<file path="src/rtl/l2_arbiter.sv">
// -----------------------------------------------------------------------------
// l2_arbiter
//   Shares the single unified L2 port between the L1 instruction cache (reads
//   only) and the L1 data cache (reads and write-backs). One requester is
//   granted at a time. Its command is latched on the grant edge and held stable
//   at the L2 until l2_mem_resp. The response is routed back in the same cycle.
//   One RELEASE cycle follows, so the L2 controller sees its request drop before
//   the next transaction starts. Ties are broken round-robin.
//
// Handshake: L1 requests are levels held until their resp pulse. The L2 request
//   (l2_mem_read / l2_mem_write) is a level held through SERVE_x. l2_mem_resp is
//   a one-cycle completion pulse. It is honoured only in SERVE_x and ignored in
//   IDLE and RELEASE.
//
// Ports
//   clk, rst_n                      clock, async active-low reset
//   i_mem_read, i_mem_addr          I-cache request
//   i_mem_resp, i_mem_rdata         I-cache response (rdata gated by resp)
//   d_mem_read, d_mem_write,
//   d_mem_addr, d_mem_wdata         D-cache request
//   d_mem_resp, d_mem_rdata         D-cache response (rdata gated by resp)
//   l2_mem_read, l2_mem_write,
//   l2_mem_addr, l2_mem_wdata       registered command to L2
//   l2_mem_resp, l2_mem_rdata       L2 completion
//   busy                            high whenever not IDLE
// -----------------------------------------------------------------------------
module l2_arbiter #(
  parameter int ADDR_W = 16,
  parameter int LINE_W = 128
) (
  input  logic              clk,
  input  logic              rst_n,
  input  logic              i_mem_read,
  input  logic [ADDR_W-1:0] i_mem_addr,
  output logic              i_mem_resp,
  output logic [LINE_W-1:0] i_mem_rdata,
  input  logic              d_mem_read,
  input  logic              d_mem_write,
  input  logic [ADDR_W-1:0] d_mem_addr,
  input  logic [LINE_W-1:0] d_mem_wdata,
  output logic              d_mem_resp,
  output logic [LINE_W-1:0] d_mem_rdata,
  output logic              l2_mem_read,
  output logic              l2_mem_write,
  output logic [ADDR_W-1:0] l2_mem_addr,
  output logic [LINE_W-1:0] l2_mem_wdata,
  input  logic              l2_mem_resp,
  input  logic [LINE_W-1:0] l2_mem_rdata,
  output logic              busy
);

  typedef enum logic [1:0] {IDLE, SERVE_I, SERVE_D, RELEASE} state_t;

  state_t            state;
  state_t            state_next;
  logic              last_d;     // 1: most recent grant went to the D-cache
  logic              op_write;
  logic [ADDR_W-1:0] addr_q;
  logic [LINE_W-1:0] wdata_q;
  logic              req_i;
  logic              req_d;
  logic              grant_i;
  logic              grant_d;
  logic              serving;

  assign req_i = i_mem_read;
  assign req_d = d_mem_read | d_mem_write;

  // On a tie, the requester that did not win last time is granted.
  assign grant_i = (state == IDLE) && req_i && (!req_d || last_d);
  assign grant_d = (state == IDLE) && req_d && !grant_i;

  always_comb begin
    state_next = state;
    case (state)
      IDLE: begin
        if (grant_i)      state_next = SERVE_I;
        else if (grant_d) state_next = SERVE_D;
      end
      SERVE_I: if (l2_mem_resp) state_next = RELEASE;
      SERVE_D: if (l2_mem_resp) state_next = RELEASE;
      RELEASE: state_next = IDLE;
      default: state_next = IDLE;
    endcase
  end

  always_ff @(posedge clk or negedge rst_n) begin
    if (!rst_n) begin
      state    <= IDLE;
      last_d   <= 1'b1;
      op_write <= 1'b0;
      addr_q   <= '0;
      wdata_q  <= '0;
    end else begin
      state <= state_next;
      if (grant_i) begin
        last_d   <= 1'b0;
        op_write <= 1'b0;
        addr_q   <= i_mem_addr;
        wdata_q  <= '0;
      end else if (grant_d) begin
        last_d   <= 1'b1;
        op_write <= d_mem_write;   // write-back wins if read and write are both set
        addr_q   <= d_mem_addr;
        wdata_q  <= d_mem_wdata;
      end
    end
  end

  assign serving      = (state == SERVE_I) || (state == SERVE_D);
  assign l2_mem_read  = serving && !op_write;
  assign l2_mem_write = serving && op_write;
  assign l2_mem_addr  = addr_q;
  assign l2_mem_wdata = wdata_q;

  assign i_mem_resp  = (state == SERVE_I) && l2_mem_resp;
  assign d_mem_resp  = (state == SERVE_D) && l2_mem_resp;
  assign i_mem_rdata = i_mem_resp ? l2_mem_rdata : '0;
  assign d_mem_rdata = d_mem_resp ? l2_mem_rdata : '0;

  assign busy = (state != IDLE);

endmodule

</file>
<file path="config.mk">
export PLATFORM = sky130hd
export DESIGN_NAME = l2_arbiter
export DESIGN_NICKNAME = d
export VERILOG_FILES = /design/src/rtl/l2_arbiter.sv
export SDC_FILE = /design/constraint.sdc
export NUM_CORES = 1
export LEC_CHECK = 0
export BUFFER_PORTS_ARGS = -buffer_cell sky130_fd_sc_hd__buf_2
export CAP_MARGIN = 0
export CORE_AREA = 2 2 275 277
export DETAILED_ROUTE_END_ITERATION = 10
export DIE_AREA = 0 0 277 279
export PLACE_DENSITY_LB_ADDON = 0.08
export SETUP_SLACK_MARGIN = 0.2
export SLEW_MARGIN = 20
export SYNTH_ARGS = -nofsm -noshare
export SYNTH_HDL_FRONTEND = slang
export SYNTH_SLANG_ARGS = --single-unit
</file>
<file path="constraint.sdc">
create_clock -name clk -period 2.2 [get_ports clk]
set_clock_uncertainty 0.2 [all_clocks]
set_input_delay 0.44 -clock clk [delete_from_list [all_inputs] [get_ports clk]]
set_output_delay 0.44 -clock clk [all_outputs]
set_load 0.03 [all_outputs]
</file>
==> summary.txt, run 1 <==
Setup path
  • Crit Path Max Fanout: 15
  • Family with the most delay on the worst path: buffers and inverters
  • Slowest stage delay, CP: 380 ps
  • CP Capture Type: output port
  • RR Startpoint: state[0]
  • Worst path buffer plus inverter count: 4
  • FF-to-FF path depth: 7
  • WS Path Type: reg2out
  • Crit Reg-Reg Endpoint: l2_mem_wdata[83]
  • R2r setup slk: 200 ps
  • Worst EP required: 1560 ps
  • CP startpoint kind: flip-flop
  • Worst path arrival time: 1840 ps
  • Crit-path cells: buf_4, ha_4, buf_12, clkbuf_16, and3_2, buf_6
  • Critical-path top delay cell: dfrtp_1

Worst hold path
  • Hold Path Depth: 3
  • Hold path endpoint: l2_mem_addr[0]
  • HP Class: in2reg
  • Worst hold start: d_mem_addr[0]

Timing
  • Final Hold Fails: 0
  • Tmin final: 2480 ps
  • Final slew viol count: 0
  • Endpoints failing setup: 261
  • RSZ-0062 raised after global routing: true
  • Max Clock Freq: 403 MHz
  • Final Cycle Share: 113%
  • Slew @ Worst Pin: 506 ps
  • Relative slew slack: 66.3%
  • PnR worst setup slack: -280 ps
  • Setup TNS: -53,770 ps

Cells and area
  • Layout area overhead: 121%
  • Commonest non-fill, non-tap cells in the layout: 471 x buf_2, 190 x and3_2, 147 x dfrtp_1
  • Layout Nets: 1,833
  • Finished Layout Cells: 2,528
  • Commonest non-fill, non-tap cell in the layout: buf_2
  • Layout cells sized above 1: 67.8%

Synth
  • Syn_area_per_cell: 10.3 µm²
  • Post-synthesis async set-or-reset flop share: 100%
  • Post-synth EDFFs: 0
  • Seq/Total Area, Yosys: 49.9%
  • Cells after Synth: 718
  • Syn nets: 1,016
  • #FFs+latches synth: 148
  • Area of the mapped netlist: 7420 µm²
  • YS warnings: 0
  • Synth cell types: 26
  • Prevailing post-synth register cell: dfrtp_1

Place
  • GP Congestion: 1.00
  • Inst Count DP: 2,338
  • I/O Buffers: 698
  • Post-DP HPWL: 49.9 mm

Die
  • Core area: 74,100 µm²
  • Starting Density: 10.0%
  • Die ar.: 77,300 µm²
  • Chip height: 279 µm
  • # rows: 100
  • Width of the die: 277 µm
  • I/O Pins: 699

Clocking
  • Clock buffer count from CTS: 17
  • CTS tree: done
  • H-tree depth: 4
  • Clock tree buffer depth: 2
  • Root buf cell: clkbuf_16
  • CTS Sinks: 148
  • Clock Latency Late Sink: 450 ps
  • Worst-path clk slew: 70 ps

Power and ir drop
  • Peak VDD IR: 0.000724 V
  • PnR Total Power: 22.7 mW
  • Cell Pwr Density: 1380 nW/µm²
  • Leak Pwr: 8.43 nW

Run status
  • Outcome: complete, but fails checks
  • Failing checks: negative setup slack

Route
  • Post-route DRC: 0
  • Final WL: 62.4 mm
  • Via count: 9,548
  • Antenna-violating nets left: 0
  • Pre-antenna DRT Iters: 6
  • Drt wl/cell: 24.7 µm
  • Initial detailed-routing violation count: 342
  • Via density: 3.78

Global routing
  • Gr ovfl total: 0
  • First-pass GRT wire length: 83.4 mm
  • GRT Total Usage: 15.4%
  • Antenna violations before repair: 29
  • Largest net degree at the start of global routing: 80
  • Number of global-route vias before repair: 9,935

Flow run
  • Max Cap Violations: 0
==> through the flow <==
stage / setup WS, ps / area [µm²] / hold WS [ps] / utilization, %
floorplan: 208 / 7740 / -55.6 / -
global route: -354 / 16400 / 35.1 / 22.2
CTS: -355 / 15700 / 1.05 / 21.2
detailed placement: 76.6 / 12700 / 231 / 17.2
global placement: 78.5 / 12700 / 236 / 17.2
finish: -280 / 16400 / 40.6 / 22.2
==> logic make-up after synthesis <==
group                      synth area share [%]
DFF                                        49.9
buffers and inverters                      6.32
AOI/OAI and AO/OA                          20.0
adders and majority gates                 0.675
and+or+nand+nor                            23.1
==> power breakdown <==
| part | switching, mW | internal [mW] |
|---|---|---|
| combinational | 8.97 | 5.66 |
| clock | 1.35 | 1.95 |
| sequential | 0.703 | 4.06 |
| total | 11.0 | 11.7 |
==> how the worst max path moves through the flow <==
stage / endpoint / cells after the start / startpoint / slack [ps]
after floorplan: d_mem_rdata[100] / 4 / l2_mem_resp / 210
after global placement: d_mem_rdata[81] / 5 / l2_mem_resp / 80
after detailed placement: d_mem_rdata[6] / 5 / state[0] / 80
after CTS: i_mem_rdata[33] / 6 / state[0] / -360
after global routing: i_mem_rdata[33] / 6 / state[1] / -350
final: d_mem_rdata[107] / 6 / state[1] / -280
==> layout make-up <==
type	instances	area (µm²)
Fill cell	8184	57600
Timing Repair Buffer	891	7010
Multi-Input combinational cell	473	3820
Sequential cell	148	3700
Tap cell	969	1210
Clock buffer	19	443
Clock inverter	12	195
Antenna cell	12	30.0
Inverter	4	15.0
==> sequential cells by signal, indices dropped and copies added (netlist names) <==
name and count:
l2_mem_addr 16, l2_mem_wdata 128, last_d 1, op_write 1
state 2
==> metal layers <==
layer | GRT usage [%] | wire [µm] | share of wire (%)
met2 | 28.8 | 33000 | 53
met1 | 16.5 | 23000 | 37
met3 | 4.82 | 4430 | 7.1
met5 | 0 | 77 | 0.12
met4 | 4.74 | 1960 | 3.1
==> synthesized netlist by cell type, types with 2 or more instances <==
cell type / count / share of area [%]
and3_1: 256 / 22
buf_6: 10 / 1.5
ha_1: 4 / 0.67
nor2_1: 16 / 0.81
and2_1: 4 / 0.34
a22o_1: 129 / 15
a21oi_1: 18 / 1.2
buf_4: 2 / 0.20
a2bb2oi_1: 2 / 0.24
a31oi_1: 16 / 1.3
nand2_1: 2 / 0.10
o21ai_0: 17 / 1.1
inv_1: 4 / 0.20
clkbuf_1: 63 / 3.2
buf_2: 18 / 1.2
dfrtp_1: 147 / 50
==> tightest hold or removal path, cell delays in order <==
cell	delay, ps
buf_2	100
o21ai_0	60
a21oi_1	60
==> what timing repair did <==
item	in CTS	in global routing
hold endpoints to repair	167	0
hold buffers	132	0
pin swaps	10	10
gates resized for setup	279	218
setup endpoints to repair	393	402
buffers inserted	4	1
cloned	4	6
No activity file was read; power rests on OpenSTA's default activity.
==> run 2: changes to the inputs <==
==> config.mk (replaced) <==
export PLATFORM = sky130hd
export DESIGN_NAME = l2_arbiter
export DESIGN_NICKNAME = d
export VERILOG_FILES = /design/src/rtl/l2_arbiter.sv
export SDC_FILE = /design/constraint.sdc
export NUM_CORES = 1
export LEC_CHECK = 0
export CAP_MARGIN = 0
export CORE_AREA = 2 2 273 275
export DETAILED_ROUTE_END_ITERATION = 10
export DIE_AREA = 0 0 275 277
export DONT_BUFFER_PORTS = 1
export PLACE_DENSITY_LB_ADDON = 0.08
export SETUP_SLACK_MARGIN = 0.2
export SYNTH_ARGS = -nofsm -noshare
export SYNTH_HDL_FRONTEND = slang
export SYNTH_SLANG_ARGS = --single-unit
==> summary.txt, run 2 (same netlist as run 1, synthesis figures left out) <==
Clocking
  • Clock Latency Late Sink: 430 ps
  • CTS tree: done
  • Post-cts hold buffer count: 152
  • CTS Sinks: 148
  • Clock buffer count from CTS: 17
  • Clock tree buffer depth: 2
  • Worst-path clk slew: 80 ps
  • H-tree depth: 4
  • Root buf cell: clkbuf_16

Cells and area
  • Layout Nets: 1,182
  • Commonest non-fill, non-tap cell in the layout: and3_4
  • Fillers: 8,197
  • Finished Layout Cells: 1,889
  • Layout cells sized above 1: 42.9%
  • Layout area overhead: 70.6%
  • Max reg flops: 128
  • Commonest non-fill, non-tap cells in the layout: 158 x and3_4, 152 x dlygate4sd3_1, 147 x dfrtp_1

Route
  • Final WL: 53.4 mm
  • Post-route DRC: 0
  • Initial detailed-routing violation count: 404
  • Drt wl/cell: 28.3 µm
  • Pre-antenna DRT Iters: 4
  • Via count: 7,194
  • Via density: 3.81
  • Antenna-violating nets left: 0

Setup path
  • WS Path Type: reg2out
  • Worst path arrival time: 1800 ps
  • Worst EP required: 1560 ps
  • Crit Path Max Fanout: 8
  • CP Capture Type: output port
  • CP startpoint kind: flip-flop

Run status
  • Outcome: complete, but fails checks
  • Failing checks: negative hold slack, negative setup slack

Power and ir drop
  • Cell Pwr Density: 1630 nW/µm²
  • Combinational power share: 47.0%
  • Sw frac: 51.3%
  • Clk pwr share: 15.0%
  • Int Power: 10.1 mW
  • Psw: 10.6 mW
  • Peak VDD IR: 0.000538 V
  • Leak Pwr: 5.26 nW
  • Register share of total power: 38.1%

Timing
  • Setup TNS: -48,670 ps
  • Slew @ Worst Pin: 573 ps
  • Final slew viol count: 0
  • Tmin final: 2440 ps
  • PnR worst setup slack: -236 ps
  • Hold slack: -514 ps
  • RSZ-0062 raised after global routing: true
  • Max Clock Freq: 411 MHz
  • Final Cycle Share: 111%
  • Final Hold Fails: 148
  • Relative slew slack: 61.8%
  • Endpoints failing setup: 259

Die
  • # rows: 100
  • I/O Pins: 699
  • Width of the die: 275 µm
  • Core area: 73,600 µm²
  • Chip height: 277 µm
  • Starting Density: 10.1%
  • Die ar.: 76,200 µm²

Global routing
  • Largest net degree at the start of global routing: 261
  • Antenna violations before repair: 20
  • Gr ovfl total: 0
  • Number of global-route vias before repair: 7,346
  • First-pass GRT wire length: 68.2 mm
  • GRT Total Usage: 13.0%

Worst hold path
  • HP Class: in2async

Flow run
  • Max Cap Violations: 0

Place
  • Post-DP HPWL: 40.5 mm
  • I/O Buffers: 0
  • Inst Count DP: 1,652
  • GP Congestion: 0.995
[run 2: final timing paths]
check / start / to / slack (ps) / cells past startpoint
max: state[0] / d_mem_rdata[103] / -240 / 7
min: rst_n / l2_mem_wdata[62] / -510 / 0
max reg2reg: state[0] / l2_mem_wdata[23] / 300 / 8
min reg2reg: last_d / last_d / 320 / 1
max in group asynchronous: rst_n / last_d / 2030 / 0
min in group clk: i_mem_addr[13] / l2_mem_addr[13] / 30 / 2
[run 2: per-layer routing]
| metal | GRT usage [%] | wire length [µm] | up-vias |
|---|---|---|---|
| met4 | 3.24 | 980 | 2 |
| met3 | 4.92 | 5100 | 30 |
| met5 | 0 | 13 | - |
| li1 | - | - | 3065 |
| met1 | 14.2 | 19400 | 3655 |
| met2 | 23.4 | 27900 | 442 |
[run 2: worst max-delay path, stage by stage (launching register included)]
cell and delay (ps):
dfrtp_1 390, inv_2 70, buf_6 100, ha_4 150, buf_12 180, buf_16 150, and3_4 190, buf_12 120
[run 2: power groups by stage]
stage,Sequential (mW),Clock (mW),Combinational (mW)
finish,7.88,3.10,9.71
global route,8.07,3.35,10.4
global placement,8.07,0,7.51
CTS,7.94,3.26,9.04
detailed placement,7.94,0,7.54
floorplan,7.24,0,5.41
[run 2: final cells by class]
cell class	instances	area (µm²)	share of cell area, %
multi-input cells	473	4210	33.3
flip-flops and latches	148	3700	29.3
repair buffers	240	2850	22.5
well taps	969	1210	9.58
clock buffers	17	425	3.36
clock inverters	15	179	1.41
diodes	23	57.6	0.455
inverters	4	18.8	0.148
[run 2: metrics by stage]
step | utilization, % | total power, mW | setup WS [ps] | cell area, µm²
2_1_floorplan | - | 12.6 | 208 | 7740
3_3_place_gp | 12.4 | 15.6 | 109 | 9130
3_5_place_dp | 12.4 | 15.5 | 105 | 9130
4_1_cts | 16.6 | 20.2 | -297 | 12200
5_1_grt | 17.2 | 21.8 | -333 | 12700
6_report | 17.2 | 20.7 | -236 | 12700
[run 2: what timing repair did]
action,CTS,global route
gates resized for setup,164,37
buffers inserted,10,2
pin swaps,40,28
hold endpoints to repair,293,148
endpoints found under the setup margin,261,388
cloned,7,11
==> run 3: changes to the inputs <==
--- a/config.mk
+++ b/config.mk
@@ -6,9 +6,9 @@
 export NUM_CORES = 1
 export LEC_CHECK = 0
 export CAP_MARGIN = 0
-export CORE_AREA = 2 2 273 275
+export CORE_AREA = 2 2 269 271
 export DETAILED_ROUTE_END_ITERATION = 10
-export DIE_AREA = 0 0 275 277
+export DIE_AREA = 0 0 271 273
 export DONT_BUFFER_PORTS = 1
 export PLACE_DENSITY_LB_ADDON = 0.08
 export SETUP_SLACK_MARGIN = 0.2
==> summary.txt, run 3 (same netlist as run 1, synthesis figures left out) <==
Power and ir drop
  • Register share of total power: 36.3%
  • Psw: 10.9 mW
  • Peak VDD IR: 0.000618 V
  • Sw frac: 50.9%
  • Int Power: 10.6 mW
  • Clk pwr share: 14.8%
  • Combinational power share: 48.9%
  • Leak Pwr: 5.41 nW
  • Cell Pwr Density: 1650 nW/µm²

Worst hold path
  • HP Class: in2async

Clocking
  • CTS Sinks: 148
  • Worst-path clk slew: 90 ps
  • Clock Latency Late Sink: 470 ps
  • Clock tree buffer depth: 2
  • Clock buffer count from CTS: 17
  • Root buf cell: clkbuf_16
  • Post-cts hold buffer count: 161
  • CTS tree: done
  • H-tree depth: 4

Setup path
  • FF-to-FF path depth: 10
  • Crit Reg-Reg Endpoint: l2_mem_wdata[44]
  • CP Capture Type: output port
  • Crit Path Max Fanout: 49
  • RR Startpoint: state[0]
  • WS Path Type: reg2out
  • CP startpoint kind: flip-flop
  • Worst path arrival time: 1810 ps
  • Worst EP required: 1560 ps
  • R2r setup slk: 180 ps

Global routing
  • Met1 Track Usage GR: 16.6%
  • Met2 usage: 21.7%
  • First-pass GRT wire length: 68.0 mm
  • Largest net degree at the start of global routing: 261
  • Number of global-route vias before repair: 7,327
  • GR Util met3: 5.13%
  • GRT Total Usage: 13.5%
  • Gr ovfl total: 0
  • Antenna violations before repair: 27
  • Busiest grt layer: met2

Cells and area
  • Fillers: 7,777
  • Commonest non-fill, non-tap cells in the layout: 165 x and3_4, 161 x dlygate4sd3_1, 147 x dfrtp_1
  • Commonest non-fill, non-tap cell in the layout: and3_4
  • Layout Nets: 1,195
  • Layout area overhead: 76.1%
  • Max reg flops: 128
  • Finished Layout Cells: 1,886
  • Util after Layout: 18.4%
  • Layout cells sized above 1: 43.2%

Route
  • Drt wl/cell: 29.9 µm
  • Pre-antenna DRT Iters: 4
  • Via count: 7,385
  • Antenna-violating nets left: 0
  • Final WL: 56.3 mm
  • Initial detailed-routing violation count: 335
  • Via density: 3.92
  • Post-route DRC: 0

Timing
  • RSZ-0062 raised after global routing: true
  • Setup TNS: -45,700 ps
  • Final slew viol count: 0
  • Endpoints failing setup: 259
  • Relative slew slack: 57.9%
  • Slew @ Worst Pin: 631 ps
  • Hold slack: -562 ps
  • Tmin final: 2450 ps
  • Max Clock Freq: 408 MHz
  • PnR worst setup slack: -254 ps
  • Final Hold Fails: 148
  • Final Cycle Share: 112%

Place
  • Pre-CTS setup slack: 171 ps
  • I/O Buffers: 0
  • Inst Count DP: 1,619
  • GP Congestion: 1.08
  • Post-DP HPWL: 41.2 mm

Die
  • Width of the die: 271 µm
  • Starting Density: 10.5%
  • # rows: 98
  • Core area: 71,000 µm²
  • I/O Pins: 699
  • Chip height: 273 µm
  • Die ar.: 74,000 µm²

Flow run
  • Max Cap Violations: 0

Run status
  • Failing checks: negative hold slack, negative setup slack
  • Outcome: complete, but fails checks
-- run 3: worst max path at each step --
stage                     slack [ps]        start  depth (start not counted)               end
final                           -250     state[1]                          5   i_mem_rdata[27]
after detailed placement         170     state[1]                          5   i_mem_rdata[12]
after CTS                       -320     state[1]                          6   i_mem_rdata[86]
after global routing            -360     state[1]                          5   i_mem_rdata[85]
after floorplan                  210  l2_mem_resp                          4  d_mem_rdata[100]
after global placement           150     state[0]                          8    l2_mem_addr[9]
-- run 3: critical path, stage by stage, from the launching register on --
cell	delay [ps]
dfrtp_1	390
inv_2	70
buf_6	90
ha_4	190
buf_12	230
and3_2	340
-- run 3: through the flow --
stage                     cell area [µm²]  power, mW
final                               13100       21.5
after CTS                           11600       19.3
after detailed placement             9010       15.2
after floorplan                      7740       12.6
after global placement               9010       15.4
after global routing                13100       22.6
-- run 3: power by group through the flow --
stage	combinational [mW]	sequential (mW)	clock, mW
finish	10.5	7.81	3.18
floorplan	5.41	7.24	0
global route	11.2	7.98	3.43
detailed placement	7.36	7.86	0
CTS	8.05	7.87	3.33
global placement	7.34	8.01	0
-- run 3: what timing repair did --
| action | CTS | global route |
|---|---|---|
| pin swaps | 12 | 48 |
| gates resized for setup | 63 | 172 |
| setup buffers | 6 | 12 |
| cloned | 3 | 27 |
| endpoints found under the hold margin | 293 | 148 |
| endpoints found under the setup margin | 390 | 406 |
-- run 3: routing by layer --
metal,wire length (µm),share of wire (%)
met3,4820,8.5
met5,168,0.30
met4,947,1.7
met1,22900,41
met2,27500,49
-- run 3: layout make-up --
cell class	instances	area (µm²)	area share, %
multi-input cells	473	4270	32.7
flip-flops and latches	148	3700	28.4
repair buffers	253	3190	24.4
well taps	950	1190	9.10
clock buffers	17	425	3.26
clock inverters	15	204	1.56
diodes	26	65.1	0.498
inverters	4	18.8	0.144
